`src/rtl/rf_seq_pkg.sv`:
```
// ---------------------------------------------------------------------------
// rf_seq_pkg
// Shared definitions for the register-file execute/write-back sequencer:
//   - default data/address widths of the 8x16 register file
//   - ALU opcode encoding (op_e)
//   - sequencer FSM state encoding (state_e)
// No ports; imported by alu_16 and rf_alu_sequencer.
// ---------------------------------------------------------------------------
package rf_seq_pkg;

  localparam int DATA_W_DEF = 16;
  localparam int ADDR_W_DEF = 3;
  localparam int OP_W       = 3;

  typedef enum logic [OP_W-1:0] {
    OP_ADD = 3'b000,
    OP_SUB = 3'b001,
    OP_AND = 3'b010,
    OP_OR  = 3'b011,
    OP_XOR = 3'b100,
    OP_NOT = 3'b101,
    OP_SHL = 3'b110,
    OP_MOV = 3'b111
  } op_e;

  typedef enum logic [1:0] {
    S_IDLE = 2'd0,
    S_READ = 2'd1,
    S_EXEC = 2'd2,
    S_WB   = 2'd3
  } state_e;

endpackage

```
`src/rtl/alu_16.sv`:
```
// ---------------------------------------------------------------------------
// alu_16
// Purely combinational ALU used by rf_alu_sequencer.
// Ports:
//   op    in  3       opcode (rf_seq_pkg::op_e encoding)
//   a     in  DATA_W  operand A
//   b     in  DATA_W  operand B
//   y     out DATA_W  result, modulo 2^DATA_W
//   carry out 1       ADD: carry out; SUB: borrow (a<b unsigned);
//                     SHL: bit shifted out (a[MSB]); all others 0
// ---------------------------------------------------------------------------
module alu_16
  import rf_seq_pkg::*;
#(
  parameter int DATA_W = DATA_W_DEF
) (
  input  logic [OP_W-1:0]   op,
  input  logic [DATA_W-1:0] a,
  input  logic [DATA_W-1:0] b,
  output logic [DATA_W-1:0] y,
  output logic              carry
);

  // One extra bit on both the sum and the difference: the top bit is the
  // carry for ADD and, because the subtraction wraps, the borrow for SUB.
  logic [DATA_W:0] sum_ext;
  logic [DATA_W:0] diff_ext;

  assign sum_ext  = {1'b0, a} + {1'b0, b};
  assign diff_ext = {1'b0, a} - {1'b0, b};

  always_comb begin
    y     = '0;
    carry = 1'b0;
    case (op_e'(op))
      OP_ADD: begin
        y     = sum_ext[DATA_W-1:0];
        carry = sum_ext[DATA_W];
      end
      OP_SUB: begin
        y     = diff_ext[DATA_W-1:0];
        carry = diff_ext[DATA_W];
      end
      OP_AND: y = a & b;
      OP_OR:  y = a | b;
      OP_XOR: y = a ^ b;
      OP_NOT: y = ~a;
      OP_SHL: begin
        y     = {a[DATA_W-2:0], 1'b0};
        carry = a[DATA_W-1];
      end
      OP_MOV: y = b;
      default: begin
        y     = '0;
        carry = 1'b0;
      end
    endcase
  end

endmodule

```
`src/rtl/rf_alu_sequencer.sv`:
```
// ---------------------------------------------------------------------------
// rf_alu_sequencer
// Four-cycle execute/write-back controller in front of an 8x16 register
// file. One register-to-register instruction is accepted per handshake:
//   IDLE (accept, present read addresses) -> READ (capture operands)
//   -> EXEC (compute result) -> WB (write-back pulse) -> IDLE
// The sequencer is the only writer of the register file.
//
// Optional build macro: ALU_FLAGS_EN adds flag_z / flag_c / flag_n.
//
// Ports:
//   clk           in   1       rising-edge clock
//   reset         in   1       asynchronous, active-low reset
//   instr_valid   in   1       instruction fields valid
//   instr_ready   out  1       high only in IDLE
//   op            in   3       opcode (rf_seq_pkg::op_e)
//   rd_sel        in   ADDR_W  destination register
//   rs_a, rs_b    in   ADDR_W  source registers
//   rf_rd_addr_a  out  ADDR_W  register file read address A
//   rf_rd_addr_b  out  ADDR_W  register file read address B
//   rf_d_out_a    in   DATA_W  register file read data A (combinational)
//   rf_d_out_b    in   DATA_W  register file read data B (combinational)
//   rf_wr         out  1       write enable, one-cycle pulse in WB
//   rf_wr_addr    out  ADDR_W  write address
//   rf_d_in       out  DATA_W  write data
//   result        out  DATA_W  last computed result, held until next EXEC
//   done          out  1       one-cycle pulse, coincident with rf_wr
//   flag_z/c/n    out  1       (ALU_FLAGS_EN only) zero / carry / negative
// ---------------------------------------------------------------------------
module rf_alu_sequencer
  import rf_seq_pkg::*;
#(
  parameter int DATA_W = DATA_W_DEF,
  parameter int ADDR_W = ADDR_W_DEF
) (
  input  logic              clk,
  input  logic              reset,
  input  logic              instr_valid,
  output logic              instr_ready,
  input  logic [OP_W-1:0]   op,
  input  logic [ADDR_W-1:0] rd_sel,
  input  logic [ADDR_W-1:0] rs_a,
  input  logic [ADDR_W-1:0] rs_b,
  output logic [ADDR_W-1:0] rf_rd_addr_a,
  output logic [ADDR_W-1:0] rf_rd_addr_b,
  input  logic [DATA_W-1:0] rf_d_out_a,
  input  logic [DATA_W-1:0] rf_d_out_b,
  output logic              rf_wr,
  output logic [ADDR_W-1:0] rf_wr_addr,
  output logic [DATA_W-1:0] rf_d_in,
  output logic [DATA_W-1:0] result,
  output logic              done
`ifdef ALU_FLAGS_EN
  ,
  output logic              flag_z,
  output logic              flag_c,
  output logic              flag_n
`endif
);

  // -------------------------------------------------------------------------
  // State and registered outputs
  // -------------------------------------------------------------------------
  state_e            state_q, state_d;
  logic [OP_W-1:0]   op_q, op_d;
  logic [ADDR_W-1:0] rd_q, rd_d;
  logic [DATA_W-1:0] opa_q, opa_d;
  logic [DATA_W-1:0] opb_q, opb_d;
  logic              ready_q, ready_d;
  logic [ADDR_W-1:0] rd_addr_a_q, rd_addr_a_d;
  logic [ADDR_W-1:0] rd_addr_b_q, rd_addr_b_d;
  logic              rf_wr_q, rf_wr_d;
  logic [ADDR_W-1:0] wr_addr_q, wr_addr_d;
  logic [DATA_W-1:0] d_in_q, d_in_d;
  logic [DATA_W-1:0] result_q, result_d;
  logic              done_q, done_d;
`ifdef ALU_FLAGS_EN
  logic              flag_z_q, flag_z_d;
  logic              flag_c_q, flag_c_d;
  logic              flag_n_q, flag_n_d;
`endif

  // -------------------------------------------------------------------------
  // ALU on the captured operands
  // -------------------------------------------------------------------------
  logic [DATA_W-1:0] alu_y;
  logic              alu_carry;

  alu_16 #(
    .DATA_W (DATA_W)
  ) u_alu (
    .op    (op_q),
    .a     (opa_q),
    .b     (opb_q),
    .y     (alu_y),
    .carry (alu_carry)
  );

`ifndef ALU_FLAGS_EN
  // Without the flag registers the carry output has no consumer.
  logic unused_alu_carry;
  assign unused_alu_carry = alu_carry;
`endif

  // -------------------------------------------------------------------------
  // Next-state logic
  // -------------------------------------------------------------------------
  always_comb begin
    state_d     = state_q;
    op_d        = op_q;
    rd_d        = rd_q;
    opa_d       = opa_q;
    opb_d       = opb_q;
    ready_d     = ready_q;
    rd_addr_a_d = rd_addr_a_q;
    rd_addr_b_d = rd_addr_b_q;
    wr_addr_d   = wr_addr_q;
    d_in_d      = d_in_q;
    result_d    = result_q;
    // Strobes default low so they only ever last one cycle.
    rf_wr_d     = 1'b0;
    done_d      = 1'b0;
`ifdef ALU_FLAGS_EN
    flag_z_d    = flag_z_q;
    flag_c_d    = flag_c_q;
    flag_n_d    = flag_n_q;
`endif

    case (state_q)
      S_IDLE: begin
        // ready_q is high throughout IDLE; fields are sampled only here.
        if (instr_valid && ready_q) begin
          op_d        = op;
          rd_d        = rd_sel;
          rd_addr_a_d = rs_a;
          rd_addr_b_d = rs_b;
          ready_d     = 1'b0;
          state_d     = S_READ;
        end
      end

      S_READ: begin
        // Read addresses were registered at accept, so the file's
        // combinational read data is stable for this whole cycle.
        opa_d   = rf_d_out_a;
        opb_d   = rf_d_out_b;
        state_d = S_EXEC;
      end

      S_EXEC: begin
        // Result and write-port outputs are loaded together so that
        // rf_wr, rf_d_in and done all appear as registers during WB.
        result_d  = alu_y;
        d_in_d    = alu_y;
        wr_addr_d = rd_q;
        rf_wr_d   = 1'b1;
        done_d    = 1'b1;
`ifdef ALU_FLAGS_EN
        flag_z_d  = (alu_y == '0);
        flag_c_d  = alu_carry;
        flag_n_d  = alu_y[DATA_W-1];
`endif
        state_d   = S_EXEC == state_q ? S_WB : S_IDLE;
      end

      S_WB: begin
        // The write lands on the edge that leaves WB; raising ready here
        // means the next accept cannot precede it.
        ready_d = 1'b1;
        state_d = S_IDLE;
      end

      default: begin
        ready_d = 1'b1;
        state_d = S_IDLE;
      end
    endcase
  end

  // -------------------------------------------------------------------------
  // State registers; reset aborts any instruction in flight.
  // -------------------------------------------------------------------------
  always_ff @(posedge clk or negedge reset) begin
    if (!reset) begin
      state_q     <= S_IDLE;
      op_q        <= '0;
      rd_q        <= '0;
      opa_q       <= '0;
      opb_q       <= '0;
      ready_q     <= 1'b1;
      rd_addr_a_q <= '0;
      rd_addr_b_q <= '0;
      rf_wr_q     <= 1'b0;
      wr_addr_q   <= '0;
      d_in_q      <= '0;
      result_q    <= '0;
      done_q      <= 1'b0;
`ifdef ALU_FLAGS_EN
      flag_z_q    <= 1'b0;
      flag_c_q    <= 1'b0;
      flag_n_q    <= 1'b0;
`endif
    end else begin
      state_q     <= state_d;
      op_q        <= op_d;
      rd_q        <= rd_d;
      opa_q       <= opa_d;
      opb_q       <= opb_d;
      ready_q     <= ready_d;
      rd_addr_a_q <= rd_addr_a_d;
      rd_addr_b_q <= rd_addr_b_d;
      rf_wr_q     <= rf_wr_d;
      wr_addr_q   <= wr_addr_d;
      d_in_q      <= d_in_d;
      result_q    <= result_d;
      done_q      <= done_d;
`ifdef ALU_FLAGS_EN
      flag_z_q    <= flag_z_d;
      flag_c_q    <= flag_c_d;
      flag_n_q    <= flag_n_d;
`endif
    end
  end

  // -------------------------------------------------------------------------
  // Outputs
  // -------------------------------------------------------------------------
  assign instr_ready  = ready_q;
  assign rf_rd_addr_a = rd_addr_a_q;
  assign rf_rd_addr_b = rd_addr_b_q;
  assign rf_wr        = rf_wr_q;
  assign rf_wr_addr   = wr_addr_q;
  assign rf_d_in      = d_in_q;
  assign result       = result_q;
  assign done         = done_q;
`ifdef ALU_FLAGS_EN
  assign flag_z       = flag_z_q;
  assign flag_c       = flag_c_q;
  assign flag_n       = flag_n_q;
`endif

endmodule

```
`config.mk`:
```
export PLATFORM = sky130hd
export DESIGN_NAME = rf_alu_sequencer
export DESIGN_NICKNAME = d
export VERILOG_FILES = /design/src/rtl/rf_seq_pkg.sv /design/src/rtl/alu_16.sv /design/src/rtl/rf_alu_sequencer.sv
export SDC_FILE = /design/constraint.sdc
export NUM_CORES = 1
export LEC_CHECK = 0
export BUFFER_PORTS_ARGS = -buffer_cell sky130_fd_sc_hd__buf_2
export CAP_MARGIN = 40
export CORE_ASPECT_RATIO = 0.8
export CORE_MARGIN = 2
export CORE_UTILIZATION = 50
export DETAILED_ROUTE_END_ITERATION = 8
export MAX_ROUTING_LAYER = met4
export PLACE_DENSITY = 0.74
export SYNTH_ARGS = -nofsm -noshare
export SYNTH_HDL_FRONTEND = slang
export SYNTH_HIERARCHICAL = 1
export SYNTH_SLANG_ARGS = --single-unit
```
`constraint.sdc`:
```
create_clock -name clk -period 2.4 [get_ports clk]
set_input_delay 0.12 -clock clk [delete_from_list [all_inputs] [get_ports clk]]
set_output_delay 0.12 -clock clk [all_outputs]
set_load 0.01 [all_outputs]
```
==> key figures <==
Status
  – Outcome: finished with violations
  – Failing checks: setup timing

Floorplanning
  – Chip height: 99.6 um
  – Total die area: 12300 um^2
  – DIE WIDTH: 123 um
  – Core area: 11000 um^2
  – # rows: 34
  – IO Count: 91
  – Initial Util: 51.8%

Clocking
  – Clock transition at path regs: 0.07 ns
  – Num CTS Buffers: 9
  – CTS Buffer Depth: 2
  – Root buf cell: clkbuf_16
  – CTS tree: built
  – Clk sinks: 67
  – H-tree lvl count: 3
  – Worst-Skew Late Latency: 0.34 ns

Timing
  – Slew Limit Fails: 0
  – Setup violators final: 7
  – Fin. Hold Viols: 0
  – Unrepaired setup endpoints after global routing: true
  – Crit path time final: 2.62 ns
  – Final Cycle Share: 109%
  – Worst slew pin tran: 0.549 ns
  – Setup_tns: -0.874 ns
  – Clk_skew: 0.00926 ns
  – Maximum clock rate: 382 MHz
  – Slew HR: 63.3%
  – Final Worst Setup Slack: -0.217 ns

Global routing
  – Largest net degree at the start of global routing: 38
  – First-pass GRT wire length: 28.4 mm
  – Total GRT Usage: 31.2%
  – Initial antenna violation count: 0
  – Total grt overflow: 0
  – Vias in the first global route: 5438

Setup path
  – Setup crit start kind: register
  – Critical Path AT: 2.85 ns
  – Slowest library cell on the worst path: dfrtp_1
  – Crit path to: result[8]
  – Worst Path Max Fanout: 4
  – CP Cell Sequence: ha_2 -> inv_2 -> fa_2 -> nor2b_4 -> o211ai_4 -> a21oi_2 -> o311a_1 -> or4_1 -> a31o_1 -> mux2_4
  – Critical path origin: opb_q[0]
  – Reg-to-reg endpoint: result[8]
  – CP peak stage delay: 0.45 ns
  – Reg2Reg Launch Point: opb_q[0]
  – CP required: 2.63 ns
  – Worst setup EP type: register
  – Critical path type: register to register
  – FF-to-FF path depth: 10
  – Reg2reg setup slack: -0.22 ns

Final layout
  – Fill count: 784
  – Register area: 1680 um^2
  – Final Core Density: 72.3%
  – Inserted Diodes: 0
  – NumNets Final: 899
  – Final Non-Filler Cells: 945
  – Multi-input gate area in the final layout: 3940 um^2
  – Layout cell share with drive strength beyond 1: 49.9%
  – P&R area growth vs syn: 39.6%

Routing
  – ANT nets after route: 0
  – Drt wl/cell: 19.9 um
  – Post-Route WL: 18.8 mm
  – Vias per inst: 5.81
  – Iter 0 DRT Violations: 469
  – Via count: 5493
  – DR pass1 iterations: 5
  – DRC: 0

Placement
  – Placed wire-length estimate: 13.4 mm
  – Global placement routability congestion: 1.00
  – IO buf count: 90
  – Placed insts: 911

Yosys
  – Post-Syn Instances: 590
  – Mapped Nets: 693
  – Synth Warn #: 6
  – Syn Area/Cell: 9.67 um^2
  – Syn Std Cell Area: 5710 um^2

Run
  – Max cap viols: 0

Worst hold path
  – Hold Crit Class: primary input to register
## worst min path at each step
| stage | start | end | slack [ns] | cells past startpoint |
|---|---|---|---|---|
| floorplan | reset | done | -0.18 | 0 |
| global placement | reset | opa_q[8] | 0.27 | 1 |
| detailed placement | reset | opa_q[8] | 0.20 | 2 |
| CTS | rf_d_out_a[14] | opa_q[14] | 0.00006 | 2 |
| global route | rf_d_out_b[5] | opb_q[5] | 0.006 | 2 |
| finish | rf_d_out_a[14] | opa_q[14] | 0.007 | 2 |
## cell usage in the layout (no fill, tap or decap), types with 12 or more instances in the layout
cell and n:
nand2_1 28, a21oi_1 38, mux2_2 49, mux2_4 16, inv_1 42, buf_2 90
nor2_1 34, dfrtp_1 66, buf_4 140, ha_1 36, mux2i_1 12, o21ai_0 20
## routing by layer
| metal | track usage [%] | up-vias | routed length, um |
|---|---|---|---|
| li1 | - | 2524 | - |
| met1 | 42.7 | 2657 | 8330 |
| met2 | 47.2 | 281 | 8600 |
| met3 | 6.08 | 31 | 1540 |
| met4 | 9.00 | 0 | 350 |
| met5 | - | - | 0 |
## worst max-delay path: cells and delay by family (launching register included)
kind	cells	cell delay, ns
flops	1	0.45
compound gates	4	0.82
mux	1	0.26
fa+ha+maj	2	0.45
simple gates	2	0.47
buf+inv	1	0.06
## layout make-up
| type | instances | share of cell area (%) |
|---|---|---|
| clock buffer | 9 | 2.83 |
| clock inverter | 7 | 1.02 |
| inverter | 52 | 2.48 |
| multi-input combinational | 423 | 49.5 |
| sequential | 67 | 21.1 |
| tap | 144 | 2.26 |
| timing repair buffer | 243 | 20.9 |
## state kept, by name, summed over array words and instances, names as in the netlist
name	count
opa_q	16
rf_wr_addr	3
opb_q	16
op_q	3
rd_q	3
rf_rd_addr_a	3
state_q	2
result	16
done	1
rf_rd_addr_b	3
instr_ready	1
## per-stage QoR
step / cell area, um^2 / setup slack (ns) / hold slack [ns]
after floorplan: 5720 / -0.100 / -0.176
after global placement: 7050 / -0.174 / 0.265
after detailed placement: 7070 / -0.254 / 0.203
after CTS: 7680 / -0.169 / 0.0000603
after global routing: 7970 / -0.252 / 0.00605
final: 7970 / -0.217 / 0.00715
## timing repair
item                       4_1_cts  5_1_grt
hold endpoints to repair        72        0
setup endpoints to repair        9       11
pin swaps                       15       34
setup buffers                    6        9
hold buffers                     7        0
gates resized for setup         39       52
Power is not shown: default switching activity piles up to over one toggle a cycle in this logic, so the estimate is an artifact.
